File: src/rtl/sr_drv_pkg.sv
// Purpose: shared FSM encoding and SR excitation table for the SR array driver.
// Latency: n/a (types, constants and a pure function only).
// Backpressure: n/a.
package sr_drv_pkg;

    typedef enum logic [1:0] {
        IDLE   = 2'd0,
        DRIVE  = 2'd1,
        SETTLE = 2'd2,
        CHECK  = 2'd3
    } state_t;

    // Excitation entries packed as {s, r}: what to pulse to move cur -> tgt.
    localparam logic [1:0] EXC_HOLD0 = 2'b00;  // 0 -> 0
    localparam logic [1:0] EXC_SET   = 2'b10;  // 0 -> 1
    localparam logic [1:0] EXC_RESET = 2'b01;  // 1 -> 0
    localparam logic [1:0] EXC_HOLD1 = 2'b00;  // 1 -> 1

    // Every row has at most one bit set, so S and R can never both be high.
    function automatic logic [1:0] excite_bit(input logic cur, input logic tgt);
        logic [1:0] sr;
        case ({cur, tgt})
            2'b00:   sr = EXC_HOLD0;
            2'b01:   sr = EXC_SET;
            2'b10:   sr = EXC_RESET;
            default: sr = EXC_HOLD1;
        endcase
        return sr;
    endfunction

endpackage

File: src/rtl/sr_excite.sv
// Purpose: per-bit SR excitation, current Q and target Q in, S/R commands out.
// Latency: combinational, zero cycles.
// Backpressure: none; pure function of its inputs.
// Ports: cur - present Q; tgt - desired Q; s/r - set/reset commands per bit.
module sr_excite
    import sr_drv_pkg::*;
#(
    parameter int WIDTH = 8
) (
    input  logic [WIDTH-1:0] cur,
    input  logic [WIDTH-1:0] tgt,
    output logic [WIDTH-1:0] s,
    output logic [WIDTH-1:0] r
);

    always_comb begin
        s = '0;
        r = '0;
        for (int i = 0; i < WIDTH; i++) begin
            {s[i], r[i]} = excite_bit(cur[i], tgt[i]);
        end
    end

endmodule

File: src/rtl/sr_array_driver.sv
// Purpose: drives an SR flip-flop array to a target vector and verifies the result.
// Latency: pulse in cycle 1 after accept, done in cycle 3+SETTLE_CYCLES (cycle 2 if no change).
// Backpressure: tgt_ready only in IDLE (including the done cycle); tgt_valid while busy is ignored.
// Ports: clk/rst (sync, active-high); tgt_valid/tgt_ready/tgt_data target handshake;
//        q_in array Q; s_out/r_out registered commands; busy, done, err pulses; err_mask held.
module sr_array_driver
    import sr_drv_pkg::*;
#(
    parameter int WIDTH         = 8,
    parameter int SETTLE_CYCLES = 2
) (
    input  logic             clk,
    input  logic             rst,
    input  logic             tgt_valid,
    input  logic [WIDTH-1:0] tgt_data,
    output logic             tgt_ready,
    input  logic [WIDTH-1:0] q_in,
    output logic [WIDTH-1:0] s_out,
    output logic [WIDTH-1:0] r_out,
    output logic             busy,
    output logic             done,
    output logic             err,
    output logic [WIDTH-1:0] err_mask
);

    // Counter holds SETTLE_CYCLES-1 at most; keep at least one bit so SETTLE_CYCLES
    // of 0 or 1 still elaborates cleanly.
    localparam int              CNT_W       = (SETTLE_CYCLES > 1) ? $clog2(SETTLE_CYCLES) : 1;
    localparam int              SETTLE_LOAD = (SETTLE_CYCLES > 0) ? SETTLE_CYCLES - 1 : 0;
    localparam logic [CNT_W-1:0] CNT_LOAD   = CNT_W'(SETTLE_LOAD);

    state_t           state;
    state_t           state_nxt;
    logic [WIDTH-1:0] tgt_q;
    logic [WIDTH-1:0] tgt_nxt;
    logic [CNT_W-1:0] cnt;
    logic [CNT_W-1:0] cnt_nxt;
    logic [WIDTH-1:0] s_nxt;
    logic [WIDTH-1:0] r_nxt;
    logic             done_nxt;
    logic             err_nxt;
    logic [WIDTH-1:0] err_mask_nxt;
    logic [WIDTH-1:0] mask;
    logic [WIDTH-1:0] exc_s;
    logic [WIDTH-1:0] exc_r;

    // Excitation is evaluated against the live q_in; it only matters on the accept edge.
    sr_excite #(.WIDTH(WIDTH)) u_excite (
        .cur (q_in),
        .tgt (tgt_data),
        .s   (exc_s),
        .r   (exc_r)
    );

    assign tgt_ready = (state == IDLE);
    assign busy      = (state != IDLE);

    always_ff @(posedge clk) begin
        if (rst) begin
            state <= IDLE;
        end else begin
            state <= state_nxt;
        end
    end

    always_ff @(posedge clk) begin
        if (rst) begin
            tgt_q    <= '0;
            cnt      <= '0;
            s_out    <= '0;
            r_out    <= '0;
            done     <= 1'b0;
            err      <= 1'b0;
            err_mask <= '0;
        end else begin
            tgt_q    <= tgt_nxt;
            cnt      <= cnt_nxt;
            s_out    <= s_nxt;
            r_out    <= r_nxt;
            done     <= done_nxt;
            err      <= err_nxt;
            err_mask <= err_mask_nxt;
        end
    end

    always_comb begin
        state_nxt    = state;
        tgt_nxt      = tgt_q;
        cnt_nxt      = cnt;
        s_nxt        = '0;   // commands default low: a pulse lasts exactly one cycle
        r_nxt        = '0;
        done_nxt     = 1'b0;
        err_nxt      = 1'b0;
        err_mask_nxt = err_mask;
        mask         = q_in ^ tgt_q;

        case (state)
            IDLE: begin
                if (tgt_valid) begin
                    tgt_nxt      = tgt_data;
                    err_mask_nxt = '0;
                    if (|(exc_s | exc_r)) begin
                        s_nxt     = exc_s;
                        r_nxt     = exc_r;
                        state_nxt = DRIVE;
                    end else begin
                        // Array already matches; skip the pulse and settle entirely.
                        state_nxt = CHECK;
                    end
                end
            end
            DRIVE: begin
                cnt_nxt   = CNT_LOAD;
                state_nxt = (SETTLE_CYCLES > 0) ? SETTLE : CHECK;
            end
            SETTLE: begin
                if (cnt == '0) begin
                    state_nxt = CHECK;
                end else begin
                    cnt_nxt = cnt - 1'b1;
                end
            end
            CHECK: begin
                done_nxt     = 1'b1;
                err_nxt      = |mask;
                err_mask_nxt = mask;
                state_nxt    = IDLE;
            end
            default: begin
                state_nxt = IDLE;
            end
        endcase
    end

endmodule

File: config.mk
export PLATFORM = sky130hd
export DESIGN_NAME = sr_array_driver
export DESIGN_NICKNAME = d
export VERILOG_FILES = /design/src/rtl/sr_drv_pkg.sv /design/src/rtl/sr_excite.sv /design/src/rtl/sr_array_driver.sv
export SDC_FILE = /design/constraint.sdc
export NUM_CORES = 1
export LEC_CHECK = 0
export ABC_CLOCK_PERIOD_IN_PS = 1700
export CAP_MARGIN = 40
export CORE_MARGIN = 2
export CORE_UTILIZATION = 42
export DETAILED_ROUTE_END_ITERATION = 6
export PLACE_DENSITY = 0.75
export SETUP_SLACK_MARGIN = 0.5
export SLEW_MARGIN = 40
export SYNTH_ARGS = -nofsm -noshare
export SYNTH_HDL_FRONTEND = slang
export SYNTH_SLANG_ARGS = --single-unit
File: constraint.sdc
create_clock -name clk -period 1.7 [get_ports clk]
set_clock_uncertainty 0.1 [all_clocks]
set_input_delay 0.34 -clock clk [delete_from_list [all_inputs] [get_ports clk]]
set_output_delay 0.34 -clock clk [all_outputs]
set_load 0.05 [all_outputs]
==> run summary, run 1 <==
OUTCOME
--------------------------------------------------------------------------------------
Outcome                                                                   complete, no violations

GLOBAL ROUTING
--------------------------------------------------------------------------------------
Global-route wire length before repair                                         6820 µm
Number of antenna violations at the first check in global routing                    0
Grt ovf                                                                              0
Maximum number of pins on one net before global-route repair                        13
Number of global-route vias before repair                                         1483
Tot GR Track Use                                                                 0.211

CLOCK TREE
--------------------------------------------------------------------------------------
Buffers from clock root to sink, at most                                             2
Insertion delay to the later sink of the worst-skew pair                        290 ps
Clock tree from TritonCTS                                                         done
Clk Tree Root Cell                                                            clkbuf_8
Number of CTS-inserted buffers                                                       5
H-tree depth                                                                         2
Clock sinks                                                                         37
Hold bufs inserted after CTS                                                         0
Worst-path clk slew                                                              70 ps

PLACE
--------------------------------------------------------------------------------------
Number of placed cells counting well taps                                          280
Weighted congestion reported at the end of routability-driven placement          0.824
Instance area after placement                                                 2430 µm²
Number of buffers inserted by port buffering                                        46
Detailed placement HPWL                                                        2890 µm

CRITICAL PATH
--------------------------------------------------------------------------------------
R2r endpoint                                                              s_out[7]$_SDFF_PP0_
Register-to-Register Setup Slack                                                130 ps
CP Class                                                                    reg -> out
Critical path's largest stage delay                                             380 ps
RR Startpoint                                                             state[0]$_SDFFE_PP0P_
Capturing element of the worst setup path                                    tgt_ready
Category of the worst setup path launch point                                 register
Max stage delay cell, worst path                                               dfxtp_4
Maximum fanout along the worst path                                                  3
Crit path cell chain                                                      inv_4, ha_4, buf_6, buf_12
Crit path arrival time                                                         1140 ps
Element type at the critical path end                                      output port
Critical path data required time                                               1260 ps
Launching instance or port of the critical path                           state[0]$_SDFFE_PP0P_
Worst Reg-to-Reg Cells                                                               8

TIMING
--------------------------------------------------------------------------------------
Minimum period implied by the final worst setup slack                          1580 ps
Fin Setup TNS                                                                     0 ps
Achievable clock frequency                                                     632 MHz
Number of failing setup endpoints in the final timing report                         0
Final Hold Viols                                                                     0
Max-slew violation total from the final report                                       0
Max transition margin                                                            0.745
Slew @ Worst Pin                                                                379 ps
Setup repair after global routing missed its margin                                yes
Fin crit share                                                                   0.931

POWER
--------------------------------------------------------------------------------------
Gate power share                                                                 0.522
Total power per unit cell area                                             1160 nW/µm²
Post-route total power                                                         3.49 mW
Reported net switching power                                                   1.31 mW
Switching part of the total                                                      0.375
Maximum vdd drop                                                             0.00127 V
Internal power                                                                 2.18 mW
Sequential Power Share                                                           0.310
Leakage Power                                                                  1.36 nW
Proportion of power drawn by the clock network                                   0.168

FLOW RUN
--------------------------------------------------------------------------------------
Maximum Capacitance Violations                                                       0

FLOORPLANNING
--------------------------------------------------------------------------------------
Effective utilization at floorplan                                               0.440
Die footprint                                                                 4350 µm²
Die W                                                                          65.9 µm
Boundary pin count                                                                  47
Number of placement rows                                                            22
Area of the core region                                                       3660 µm²
Die Y-Extent                                                                   65.9 µm

LOGIC SYNTHESIS
--------------------------------------------------------------------------------------
Post-synth design cell area                                                   1610 µm²
Synth cell types                                                                    23
Mapped Avg Cell Area                                                          9.64 µm²
Total of warnings raised by yosys                                                    0
Number of storage elements in the synthesis netlist                                 37
Post-synthesis net count                                                           206
Sequential area share after synthesis                                            0.460
Number of instances in the synthesized netlist                                     167

FINISH
--------------------------------------------------------------------------------------
N_diodes                                                                             0
Area overhead of the layout relative to synthesis                                87.5%
Share of layout cells above drive strength 1                                     0.660
Final #Nets                                                                        297
Filler-free cell count of the finished design                                      307
Fin area                                                                      3020 µm²

ROUTE
--------------------------------------------------------------------------------------
Vias after detailed routing                                                       1505
Detail-routed via count per cell                                                  4.90
Drt drc                                                                              0
DRT iter0 DRCs                                                                      53
Post-route ant nets                                                                  0
Wire per inst                                                                  15.2 µm
Number of optimization iterations in the first detailed-route pass                   4
Final routed wirelength across all metal layers                                4660 µm

HOLD PATH
--------------------------------------------------------------------------------------
Class of the worst hold path                                                 in -> reg

## per-layer routing
layer  track usage  share of wire  vias to the layer above
met1         0.225           0.37                      707
li1              -              -                      726
met2         0.408           0.55                       55
met4        0.0625          0.029                        0
met3        0.0477          0.049                       17
met5             0              0                        -
## power by group through the flow
stage / registers (mW) / logic [mW] / clock network, mW
floorplan: 1.17 / 0.663 / 0
global placement: 1.05 / 1.21 / 0
detailed placement: 1.05 / 1.24 / 0
CTS: 1.05 / 1.41 / 0.593
global route: 1.09 / 1.91 / 0.642
finish: 1.08 / 1.82 / 0.588
## worst min path at each step
stage                     startpoint                     to  slack [ps]  cells after the start
3_3_place_gp   tgt_q[3]$_SDFFE_PP0P_  tgt_q[3]$_SDFFE_PP0P_         350                      2
2_1_floorplan                    rst        done$_SDFF_PP0_         320                      1
4_1_cts                  tgt_data[7]  tgt_q[7]$_SDFFE_PP0P_         350                      4
3_5_place_dp   tgt_q[1]$_SDFFE_PP0P_  tgt_q[1]$_SDFFE_PP0P_         360                      2
5_1_grt                      q_in[0]    r_out[0]$_SDFF_PP0_         330                      3
6_report                     q_in[0]    r_out[0]$_SDFF_PP0_         310                      3
## area by class of cell
cell class	count	area, µm²
Multi-Input combinational cell	106	1050
Timing Repair Buffer	89	952
Sequential cell	37	790
Fill cell	190	642
Inverter	19	83.8
Clock buffer	6	72.6
Tap cell	48	60.1
Clock inverter	2	10.0
## cells by family (layout without fill, tap and decap cells)
kind of cell / Yosys count / after routing / synth area share
AO/OA/AOI/OAI: 24 / 24 / 0.110
XOR/XNOR: 8 / 8 / 0.0435
adder cells (fa/ha/maj): 20 / 20 / 0.155
buffers and inverters: 25 / 116 / 0.0614
flip-flops: 37 / 37 / 0.460
multiplexers: 1 / 1 / 0.00622
AND/OR/NAND/NOR: 52 / 53 / 0.163
## critical path: cells and delay by family, from the launching register on
| kind | cells | cell delay (ps) |
|---|---|---|
| flops | 1 | 380 |
| fa+ha+maj | 1 | 170 |
| buf+inv | 3 | 310 |
## Yosys cell counts, drive strengths merged
master | count | area (µm²)
dfxtp | 37 | 741
ha | 20 | 250
inv | 19 | 71.3
nand2 | 18 | 70.1
and2 | 17 | 106
a21oi | 10 | 50.1
nor2 | 10 | 37.5
a32oi | 8 | 70.1
xor2 | 8 | 70.1
clkbuf | 4 | 15.0
a211oi | 3 | 35.0
and4 | 2 | 17.5
buf | 2 | 12.5
nor2b | 2 | 12.5
nor4 | 2 | 12.5
a21boi | 1 | 7.51
a311oi | 1 | 8.76
a31oi | 1 | 6.26
mux2i | 1 | 10.0
nand2b | 1 | 6.26
## through the flow
stage / setup slack (ps) / utilization / hold WS (ps)
after floorplan: 261 / - / 320
after global placement: -314 / 0.664 / 353
after global routing: 77.7 / 0.825 / 332
after detailed placement: -367 / 0.664 / 361
final: 118 / 0.825 / 307
after CTS: 176 / 0.753 / 354
## timing repair
| action | 4_1_cts | 5_1_grt |
|---|---|---|
| gates cloned | 2 | 0 |
| resized for setup | 107 | 59 |
| endpoints found under the setup margin | 63 | 65 |
| setup buffers | 5 | 12 |
| pin swaps | 9 | 17 |
## layout by cell type, fill, tap and decap left out, types with 3 or more instances in the layout
| master | instances |
|---|---|
| clkbuf_8 | 5 |
| buf_4 | 33 |
| buf_8 | 17 |
| a32oi_1 | 3 |
| inv_4 | 3 |
| nand2_1 | 9 |
| xor2_1 | 8 |
| and2_1 | 11 |
| buf_12 | 6 |
| clkdlybuf4s15_1 | 6 |
| clkbuf_2 | 4 |
| a32oi_2 | 5 |
| nand2_2 | 7 |
| inv_1 | 9 |
| dfxtp_4 | 5 |
| nor2_1 | 10 |
| inv_2 | 6 |
| dfxtp_2 | 24 |
| a21oi_1 | 6 |
| ha_1 | 9 |
| ha_4 | 11 |
| a21oi_2 | 4 |
| buf_6 | 14 |
| and2_4 | 6 |
| dfxtp_1 | 8 |
| buf_2 | 4 |
## flip-flops by register name (all words and copies together) (netlist names)
signal and flops:
cnt 1, done 1, err 1, err_mask 8, r_out 8, s_out 8, state 2, tgt_q 8
Power figures use the tool's default switching activity.
==> inputs of run 2 (changes only) <==
CAP_MARGIN = 5   (was 40)
CTS_CLUSTER_SIZE = 14   (was unset)
==> results of run 2 <==
No change in the layout: final DEF, timing and power equal those of run 1.
